**config.mk**
```make
export PLATFORM = sky130hd
export DESIGN_NAME = inject_arbiter
export DESIGN_NICKNAME = d
export VERILOG_FILES = /design/src/rtl/inject_arbiter.sv
export SDC_FILE = /design/constraint.sdc
export NUM_CORES = 1
export LEC_CHECK = 0
export CORE_UTILIZATION = 23
export CTS_CLUSTER_DIAMETER = 150
export CTS_CLUSTER_SIZE = 20
export DETAILED_ROUTE_END_ITERATION = 6
export HOLD_SLACK_MARGIN = 0.06
export PLACE_DENSITY = 0.81
export SETUP_SLACK_MARGIN = 0.3
export SYNTH_ARGS = -nofsm -noshare
export SYNTH_HDL_FRONTEND = slang
export SYNTH_SLANG_ARGS = --single-unit
```
**constraint.sdc**
```tcl
create_clock -name clk_i -period 1.32 [get_ports clk_i]
set_input_delay 0.33 -clock clk_i [delete_from_list [all_inputs] [get_ports clk_i]]
set_output_delay 0.33 -clock clk_i [all_outputs]
set_load 0.01 [all_outputs]
```
**src/rtl/inject_arbiter.sv**
```systemverilog
// Packet-granular round-robin arbiter sharing one injector stream among NUM_SRC sources.
// The owner keeps the stream until its eop flit is accepted; end-of-applications flags are merged.
module inject_arbiter #(
  parameter int FLIT_SIZE = 32,
  parameter int NUM_SRC   = 2
) (
  input  logic                         clk_i,
  input  logic                         rst_ni,
  input  logic [NUM_SRC-1:0]           src_tx_i,
  input  logic [NUM_SRC-1:0]           src_eop_i,
  input  logic [NUM_SRC*FLIT_SIZE-1:0] src_data_i,
  output logic [NUM_SRC-1:0]           src_credit_o,
  input  logic [NUM_SRC-1:0]           src_eoa_i,
  output logic                         tx_o,
  output logic [FLIT_SIZE-1:0]         data_o,
  input  logic                         credit_i,
  output logic                         eoa_o,
  output logic [NUM_SRC-1:0]           grant_o
);

  localparam int IDX_W = $clog2(NUM_SRC);

  typedef enum logic {IDLE, BUSY} state_t;

  state_t           state_reg, state_next;
  logic [IDX_W-1:0] owner_reg, owner_next;
  logic [IDX_W-1:0] rr_ptr_reg, rr_ptr_next;
  logic [15:0]      flit_cnt_reg, flit_cnt_next;
  logic [IDX_W-1:0] pick;
  logic             pick_valid;
  logic             xfer;
  logic             release_pkt;
  logic             owner_tx;
  logic [FLIT_SIZE-1:0] owner_data;

  assign owner_tx   = src_tx_i[owner_reg];
  assign owner_data = src_data_i[int'(owner_reg)*FLIT_SIZE +: FLIT_SIZE];

  // First requester scanning rr_ptr, rr_ptr+1, ... modulo NUM_SRC.
  always_comb begin
    int cand;
    cand       = 0;
    pick       = '0;
    pick_valid = 1'b0;
    for (int i = 0; i < NUM_SRC; i++) begin
      cand = int'(rr_ptr_reg) + i;
      if (cand >= NUM_SRC) cand = cand - NUM_SRC;
      if (!pick_valid && src_tx_i[cand]) begin
        pick       = IDX_W'(cand);
        pick_valid = 1'b1;
      end
    end
  end

  always_comb begin
    state_next    = state_reg;
    owner_next    = owner_reg;
    rr_ptr_next   = rr_ptr_reg;
    flit_cnt_next = flit_cnt_reg;
    tx_o          = 1'b0;
    data_o        = '0;
    src_credit_o  = '0;
    grant_o       = '0;
    xfer          = 1'b0;
    release_pkt   = 1'b0;
    case (state_reg)
      IDLE: begin
        if (pick_valid) begin
          owner_next    = pick;
          flit_cnt_next = '0;
          state_next    = BUSY;
        end
      end
      BUSY: begin
        // Handshake is gated while reset is held so an abandoned packet moves no flit.
        tx_o                    = owner_tx & rst_ni;
        data_o                  = owner_data;
        grant_o[owner_reg]      = 1'b1;
        src_credit_o[owner_reg] = credit_i & rst_ni;
        xfer                    = tx_o & credit_i;
        if (xfer) begin
          if (flit_cnt_reg != 16'hFFFF) flit_cnt_next = flit_cnt_reg + 16'd1;
          if (src_eop_i[owner_reg]) begin
            release_pkt = 1'b1;
            state_next  = IDLE;
            rr_ptr_next = (owner_reg == IDX_W'(NUM_SRC - 1)) ? '0 : owner_reg + 1'b1;
          end
        end
      end
      default: state_next = IDLE;
    endcase
  end

  always_ff @(posedge clk_i) begin
    if (!rst_ni) begin
      state_reg    <= IDLE;
      owner_reg    <= '0;
      rr_ptr_reg   <= '0;
      flit_cnt_reg <= '0;
    end else begin
      state_reg    <= state_next;
      owner_reg    <= owner_next;
      rr_ptr_reg   <= rr_ptr_next;
      flit_cnt_reg <= flit_cnt_next;
      if (release_pkt) assert (flit_cnt_next != 16'd0);
    end
  end

  assign eoa_o = (&src_eoa_i) && (state_reg == IDLE) && !(|src_tx_i);

endmodule

```
==> results.txt <==
outcome = finished, violations left
failing checks = negative setup slack
Antenna Nets Post-Route = 0
H-tree levels = 1
Max Cap Viol = 0
row count = 20
clock sinks = 3
Synth area leader = mux2i_1
Starting Density = 24.0%
antenna violations before repair = 0
synthesized cell area = 726 um^2
DP Wirelength = 2.56 mm
fin crit share = 126%
maximum clock rate = 0.599 GHz
first-pass GRT wire length = 5.24 mm
grt peak-use layer = met2
total CTS buffers = 3
skew final = 3.08 ps
min Tclk post-route = 1670 ps
Setup violations, final = 38
Slew Limit Headroom = 83.7%
clock latency at the later pin of the worst-skew pair = 250 ps
CTS Buffer Depth = 2
DR vias/cell = 4.47
# DRC = 0
Vias = 1226
Worst-Margin Slew = 243 ps
Finished Layout Cells = 274
core box area = 3030 um^2
Fin. Hold Viols = 0
cell total after placement = 253
Total Power = 979 uW
Die ar. = 3380 um^2
sequential area share after synthesis = 8.28%
met3 Track Usage GR = 5.58%
GRT met1 Usage = 21.3%
leading post-synthesis cells by cell area = mux2i_1 (46%), nor2_1 (18%), dfxtp_1 (8.3%)
Clk pin slew, worst setup/hold paths = 40 ps
total wire length = 3.57 mm
Worst Hold Class = in -> reg
Warnings, synthesis = 0
Total GRT Usage = 20.3%
nature of the critical path endpoint = primary output
largest fanout on the critical path = 8
vias in the first global route = 1113
antenna diode count = 0
required time of the critical path = 990 ps
die width = 58.2 um
RSZ-0062 raised after global routing = yes
Area Overhead vs Synth = 196%
maximum vdd drop = 0.000408 V
Ports = 111
Detailed Routing Iterations Pass 1 = 4
layout cells sized above 1 = 40.0%
I/O Buffers = 110
Crit Path Class = reg -> out
Final nets = 304
CTS tree = built
met2 usage = 37.4%
Die H = 58.2 um
Synth top area share = 45.5%
CTS Hold Bufs = 0
Seq cells post-synth = 3
synth unique cells = 22
fin worst setup slack = -349 ps
DR WL/cell = 13.0 um
Syn Nets = 171
pwr/cell area = 456 nW/um^2
Detailed Route Iter0 Violations = 37
Leak Pwr = 0.941 nW
largest net degree at the start of global routing = 35
crit start category = flop
grt total ovfl = 0
Syn Area/Cell = 7.41 um^2
Synth Instances = 98
CTS root buffer = clkbuf_4
Final Max Tran Viols = 0
gpl congestion = 0.751
Critical Path AT = 1340 ps
==> cells by family after synthesis <==
kind of cell	count (synthesis)	synth area share, %
AOI/OAI and AO/OA	8	8.97
buffers and inverters	11	13.6
muxes	33	45.5
and+or+nand+nor	43	23.6
DFF	3	8.28
==> final timing paths <==
check / start / to / slack, ps / cells after the start
setup / recovery: owner_reg / data_o[19] / -350 / 5
hold / removal: credit_i / state_reg / 500 / 2
setup reg to reg: owner_reg / rr_ptr_reg / 130 / 4
hold reg to reg: rr_ptr_reg / owner_reg / 570 / 2
==> Yosys cell counts <==
cell type	number
o211ai_1	1
nor3_1	1
a21boi_0	1
buf_12	2
nand3_1	1
o41ai_2	1
dfxtp_1	3
and2_1	1
o21ai_0	2
nor2_1	34
inv_2	1
a41o_1	1
o31ai_1	1
buf_6	3
nor4_1	1
clkbuf_1	1
and3_1	1
buf_2	2
mux2i_1	33
a31oi_1	1
inv_1	2
nand2_1	4
==> report_power, final <==
| group | total [mW] | switching [mW] | internal (mW) |
|---|---|---|---|
| clock network | 0.173 | 0.0589 | 0.114 |
| registers | 0.107 | 0.0106 | 0.0964 |
| logic | 0.699 | 0.257 | 0.442 |
| total | 0.979 | 0.327 | 0.652 |
==> per-layer routing <==
| layer | vias up | share of wire (%) |
|---|---|---|
| li1 | 607 | - |
| met4 | 0 | 2.0 |
| met1 | 534 | 37 |
| met3 | 7 | 11 |
| met5 | - | 0 |
| met2 | 78 | 50 |
==> placed cells by master, fill, tap and decap left out, types with 2 or more instances in the layout <==
master / n
inv_1: 2
buf_4: 6
nor2_2: 11
buf_2: 36
mux2i_2: 2
nand2_1: 2
buf_6: 8
dlygate4sd2_1: 4
mux2i_1: 29
dlymetal6s2s_1: 2
mux2i_4: 2
o21ai_2: 2
clkdlybuf4s50_1: 66
nor2_1: 23
clkbuf_4: 3
nand2_2: 2
buf_16: 3
buf_12: 8
==> timing repair <==
action	in CTS	in global routing
cloned	3	0
setup buffers	7	7
pin swaps	9	18
gates resized for setup	174	11
setup endpoints to repair	41	41
==> cell type report <==
type	count	area, um^2
clock buffer	4	26.3
fill	252	880
inverter	3	11.3
multi-input combinational	84	676
sequential	3	65.1
tap	44	55.1
timing repair buffer	136	1320
==> metrics by stage <==
stage / worst slack (ps) / setup TNS (ps) / hold slack [ps] / area, um^2 / utilization, %
finish: -349 / -10860 / 499 / 2150 / 71.0
detailed placement: -696 / -19320 / 570 / 1960 / 64.8
global route: -410 / -13240 / 501 / 2150 / 71.0
global placement: -655 / -18540 / 558 / 1960 / 64.8
CTS: -357 / -10790 / 488 / 2020 / 66.8
floorplan: 43.8 / 0 / 436 / 777 / -
==> critical path: stages (launching register included) <==
cell     delay [ps]
dfxtp_4         420
buf_12          130
buf_12          130
mux2i_1         210
nor2_2           50
buf_2           140
No activity file was read; power rests on OpenSTA's default activity.
==> RTL edit 1, RTL diff (same flow settings) <==
Put a register stage on the output `tx_o`. The value now appears one clock later. The other outputs are not delayed to match.
--- a/src/rtl/inject_arbiter.sv
+++ b/src/rtl/inject_arbiter.sv
@@ -21,6 +21,8 @@
   localparam int IDX_W = $clog2(NUM_SRC);
 
   typedef enum logic {IDLE, BUSY} state_t;
+
+  logic tx_d;
 
   state_t           state_reg, state_next;
   logic [IDX_W-1:0] owner_reg, owner_next;
@@ -57,7 +59,7 @@
     owner_next    = owner_reg;
     rr_ptr_next   = rr_ptr_reg;
     flit_cnt_next = flit_cnt_reg;
-    tx_o          = 1'b0;
+    tx_d          = 1'b0;
     data_o        = '0;
     src_credit_o  = '0;
     grant_o       = '0;
@@ -73,11 +75,11 @@
       end
       BUSY: begin
         // Handshake is gated while reset is held so an abandoned packet moves no flit.
-        tx_o                    = owner_tx & rst_ni;
+        tx_d                    = owner_tx & rst_ni;
         data_o                  = owner_data;
         grant_o[owner_reg]      = 1'b1;
         src_credit_o[owner_reg] = credit_i & rst_ni;
-        xfer                    = tx_o & credit_i;
+        xfer                    = tx_d & credit_i;
         if (xfer) begin
           if (flit_cnt_reg != 16'hFFFF) flit_cnt_next = flit_cnt_reg + 16'd1;
           if (src_eop_i[owner_reg]) begin
@@ -108,5 +110,9 @@
 
   assign eoa_o = (&src_eoa_i) && (state_reg == IDLE) && !(|src_tx_i);
 
+  always_ff @(posedge clk_i) begin
+    tx_o <= tx_d;
+  end
+
 endmodule
 
Behaviour: not the same (a bounded check fails within 4 cycles, from zero or initial values and one cycle with rst_ni low).
==> RTL edit 1 against the unedited design <==
  * The run ends with design-rule violations, negative setup slack left
  * Count of clock-buffer cells in the layout is 1 lower
  * Synthesized area is 4.3% lower
  * Routed wire length is 2.9% higher
  * Critical path depth is 1 higher
  * Sequential cell count is 1 higher
  * Cell area is 5.5% lower
  * Power is 3.3% lower
  * Setup slack better by 5.9 ps
  * Critical path type unchanged
  * Largest power group unchanged
==> RTL edit 1: results (changes against the unedited design) <==
met3 GRT Util 0.04989 (was 0.05580); Compound-Gate Fraction of Synth Area 0.07027 (was 0.08966); Ys Warns 0 (unchanged); switching pwr 0.2995 mW (was 0.3265 mW); n_diodes 0 (unchanged); met2 routed WL 1881 um (was 1800 um); post-detail-place hpwl 2707 um (was 2556 um); overall routing resource usage 0.2114 (was 0.2032); M1 GR Usage 0.2417 (was 0.2131); I/O Buffers 110 (unchanged); Finish-stage setup viols 36 (was 38); FFs w/ async S/R, synth 0 (unchanged); failing checks design-rule violations, negative setup slack (was negative setup slack); slowest cell on the critical path dfxtp_4 (unchanged); Post-route DRC 20 (was 0); Post-synth top cells 33 x mux2i_1, 33 x nor2_1, 4 x dfxtp_1 (was 34 x nor2_1, 33 x mux2i_1, 4 x nand2_1); Reg clk slew, reported paths 40 ps (about the same); met2 GRT Util 0.3866 (was 0.3744); Post-Route Skew 3.685 ps (was 3.078 ps); drt first pass iters 6 (was 4); Critical Path Max Stage Delay 370 ps (was 420 ps); Unique masters post-synth 21 (was 22); sequential fraction of the synthesis area 0.1153 (was 0.08276); Least-Margin Pin Slew 187.4 ps (was 242.6 ps); vias in the first global route 1,154 (was 1,113); Avg Vias per Cell 4.738 (was 4.474); dpl ws -706.0 ps (was -696.0 ps); CTS Buffer Depth 2 (unchanged); Top Metal Used met4 (unchanged); first-pass GRT wire length 5423 um (was 5237 um); CP top delay family buffers and inverters (was flip-flops); antenna violations before repair 0 (unchanged); WL met3 406 um (was 376 um); Hold Fails Final Rpt 0 (unchanged); post-synthesis adder-cell area fraction 0 (unchanged); Final nets 296 (was 304); # fillers 220 (was 252); WL final 3668 um (was 3565 um); syn nets 168 (was 171); status finished, violations left (unchanged); Worst-Skew Late Latency 240 ps; post-synthesis mux area share 0.4919 (was 0.4552); 1st-iter DRT viols 49 (was 37); Critical Path Fanout Max 5 (was 8); Synth area leaders mux2i_1 48%, nor2_1 18%, dfxtp_1 12% (was mux2i_1 46%, nor2_1 18%, dfxtp_1 8.3%); Leak 0.8792 nW (was 0.9414 nW); VDD IR max 0.4764 mV (was 0.4083 mV); CTS Buf Count 3 (unchanged); layout cells sized above 1 0.3982 (was 0.4000); GP Congestion 0.7497 (was 0.7509); Worst Slack Setup Final -343.4 ps (was -349.3 ps); Critical Path AT 1330 ps; Metal-1 WL 1278 um (was 1315 um); largest net degree at the start of global routing 30 (was 35)
## RTL edit 1: final timing paths
| path | to | depth (start not counted) | slack, ps | from |
|---|---|---|---|---|
| worst max-delay path | data_o[20] | 6 | -340 | owner_reg$_SDFFE_PN0P_ |
| worst min-delay path | state_reg$_SDFF_PN0_ | 2 | 460 | credit_i |
| worst min register to register | rr_ptr_reg$_SDFFE_PN0P_ | 3 | 620 | rr_ptr_reg$_SDFFE_PN0P_ |
| worst max register to register | state_reg$_SDFF_PN0_ | 5 | 130 | owner_reg$_SDFFE_PN0P_ |
## RTL edit 1: timing repair
action                                  CTS  global route
cloned                                    3             0
resized for setup                       185             8
pin swaps                                 9             6
endpoints found under the setup margin   42            39
setup buffers                             7             0
## RTL edit 1: layout make-up
| type | instances | share of cell area |
|---|---|---|
| timing repair buffer | 130 | 0.6007 |
| multi-input combinational | 82 | 0.3222 |
| sequential | 4 | 0.04313 |
| tap | 31 | 0.01910 |
| clock buffer | 3 | 0.01109 |
| inverter | 2 | 0.003697 |
## RTL edit 1: per-stage QoR
step / setup TNS (ps) / instances / area, um^2
after detailed placement: -18730 / 239 / 1962
after CTS: -8589 / 252 / 1987
after floorplan: 0 / 95 / 768.2
final: -8722 / 252 / 2031
after global routing: -10550 / 252 / 2031
after global placement: -18010 / 239 / 1962
## RTL edit 1: power by group through the flow
| stage | Sequential (mW) | Combinational (mW) | Clock [mW] |
|---|---|---|---|
| finish | 0.136 | 0.655 | 0.155 |
| global route | 0.137 | 0.698 | 0.164 |
| CTS | 0.135 | 0.640 | 0.157 |
| detailed placement | 0.142 | 0.637 | 0 |
| global placement | 0.142 | 0.625 | 0 |
| floorplan | 0.137 | 0.228 | 0 |
==> RTL edit 2, RTL diff (same flow settings) <==
Without the edit above. Set the parameter `FLIT_SIZE` to 64 (it was 32).
--- a/src/rtl/inject_arbiter.sv
+++ b/src/rtl/inject_arbiter.sv
@@ -1,7 +1,7 @@
 // Packet-granular round-robin arbiter sharing one injector stream among NUM_SRC sources.
 // The owner keeps the stream until its eop flit is accepted; end-of-applications flags are merged.
 module inject_arbiter #(
-  parameter int FLIT_SIZE = 32,
+  parameter int FLIT_SIZE = 64,
   parameter int NUM_SRC   = 2
 ) (
   input  logic                         clk_i,
Ports: changed (resized data_o and src_data_i); port bits go from 111 to 207. No check against the original RTL was run, so the function may have changed too.
==> RTL edit 2 against the unedited design <==
  * The flow still finishes with violations (negative setup slack)
  * Cell area up 80%
  * Register-to-register slack worse by 60 ps
  * Routed wire length up 120%
  * Cell count up 73%
  * Power up 80%
  * Synthesized area up 67%
  * Clock skew about the same
  * Via count up 79%
  * Sequential cell count unchanged
  * Setup slack worse by 60 ps
  * Clock power up 59%
  * Critical path depth up 1
  * Largest power group unchanged
  * Highest routed layer unchanged
==> RTL edit 2: results (changes against the unedited design) <==
htree depth 1 (unchanged); Pint 1.146 mW (was 0.6525 mW); Avg Vias per Cell 4.633 (was 4.474); Critical R2R Launch owner_reg$_SDFFE_PN0P_ (unchanged); Post-DP Area 3507 um^2 (was 1961 um^2); Reg2Reg Depth 5 (was 4); Worst Slack Setup Final -409.6 ps (was -349.3 ps); Hold Path Depth 4 (was 2); prevailing post-synth register cell dfxtp_1 (unchanged); Unique masters post-synth 21 (was 22); Critical Path Fanout Max 8 (unchanged); DRT antenna net count 0 (unchanged); CTS Buf Count 3 (unchanged); R2R Path End rr_ptr_reg$_SDFFE_PN0P_ (unchanged); 1st-iter DRT viols 44 (was 37); FFs w/ async S/R, synth 0 (unchanged); largest net degree at the start of global routing 39 (was 35); Placed Instances 445 (was 253); Ys Warns 0 (unchanged); CTS root buffer clkbuf_8 (was clkbuf_4); Worst-Skew Late Latency 220 ps (was 250 ps); Post-synth top cells 66 x nor2_1, 65 x mux2i_1, 8 x buf_6 (was 34 x nor2_1, 33 x mux2i_1, 4 x nand2_1); Fin Setup TNS -22,780 ps (was -10,860 ps); syn nets 306 (was 171); synthesized instance count 169 (was 98); Worst Hold End state_reg$_SDFF_PN0_ (unchanged); VDD IR max 0.4762 mV (was 0.4083 mV); Post-Route Skew 2.817 ps (was 3.078 ps); hold path start src_tx_i[0] (was credit_i); Finish-stage setup viols 69 (was 38); overall routing resource usage 0.2383 (was 0.2032); antenna violations before repair 0 (unchanged); CP top delay family buffers and inverters (was flip-flops); Final nets 542 (was 304); Reg clk slew, reported paths 40 ps (about the same); dpl ws -647.9 ps (was -696.0 ps); sequential fraction of the synthesis area 0.04948 (was 0.08276); vias in the first global route 1,976 (was 1,113); Least-Margin Pin Slew 236.9 ps (was 242.6 ps); post-route insts no fill 474 (was 274); I/O Buffers 206 (was 110); status finished, violations left (unchanged); Synth area leaders mux2i_1 54%, nor2_1 20%, buf_6 7.4% (was mux2i_1 46%, nor2_1 18%, dfxtp_1 8.3%); post-detail-place hpwl 5529 um (was 2556 um); Critical Path Max Stage Delay 340 ps (was 420 ps); WL final 7821 um (was 3565 um); GP Congestion 0.7402 (was 0.7509); Critical Path AT 1400 ps (was 1340 ps); slowest cell on the critical path dfxtp_4 (unchanged); failing checks negative setup slack (unchanged); CTS Buffer Depth 2 (unchanged); first-pass GRT wire length 10,040 um (was 5237 um); n_diodes 0 (unchanged); layout cells sized above 1 0.4975 (was 0.4000); Leak 1.621 nW (was 0.9414 nW); drt first pass iters 4 (unchanged); r2r setup slk 70 ps (was 130 ps); Min Hold Slack 528.5 ps (was 498.6 ps)
RTL edit 2: logic make-up after synthesis:
group                  after synthesis  synth area share
AO/OA/AOI/OAI                        8           0.05362
buffers and inverters               18            0.1206
flip-flops                           3           0.04949
multiplexers                        65            0.5361
AND/OR/NAND/NOR                     75            0.2402
RTL edit 2: area by class of cell:
class                   count  area, um^2
repair buffers            246        2255
multi-input cells         148        1410
fillers                   384        1231
well taps                  70       87.58
flip-flops and latches      3       67.56
clock buffers               4       45.04
inverters                   3       11.26
RTL edit 2: worst max-delay path by stage:
stage | cells after the start | slack (ps) | endpoint | start
floorplan | 4 | 120 | data_o[24] | owner_reg$_SDFFE_PN0P_
global placement | 4 | -640 | tx_o | rst_ni
detailed placement | 3 | -650 | eoa_o | src_tx_i[1]
CTS | 7 | -410 | data_o[17] | owner_reg$_SDFFE_PN0P_
global route | 7 | -510 | data_o[20] | owner_reg$_SDFFE_PN0P_
finish | 6 | -410 | data_o[61] | owner_reg$_SDFFE_PN0P_
RTL edit 2: repair_timing:
action	in CTS	in global routing
pin swaps	17	14
endpoints found under the setup margin	73	73
setup buffers	15	4
cloned	6	0
resized for setup	333	41
RTL edit 2: power by group through the flow:
stage / Sequential [mW] / Combinational [mW] / Clock [mW]
floorplan: 0.103 / 0.472 / 0
global placement: 0.107 / 1.20 / 0
detailed placement: 0.107 / 1.22 / 0
CTS: 0.103 / 1.26 / 0.276
global route: 0.105 / 1.46 / 0.290
finish: 0.104 / 1.38 / 0.275
RTL edit 2: per-layer routing:
layer	share of wire	GRT usage	vias to the layer above	routed length (um)
met1	0.35	0.2573	1005	2775
met3	0.074	0.04819	22	575
li1	-	-	1050	-
met5	0	0	-	0
met4	0.033	0.08176	0	260
met2	0.54	0.4575	119	4209
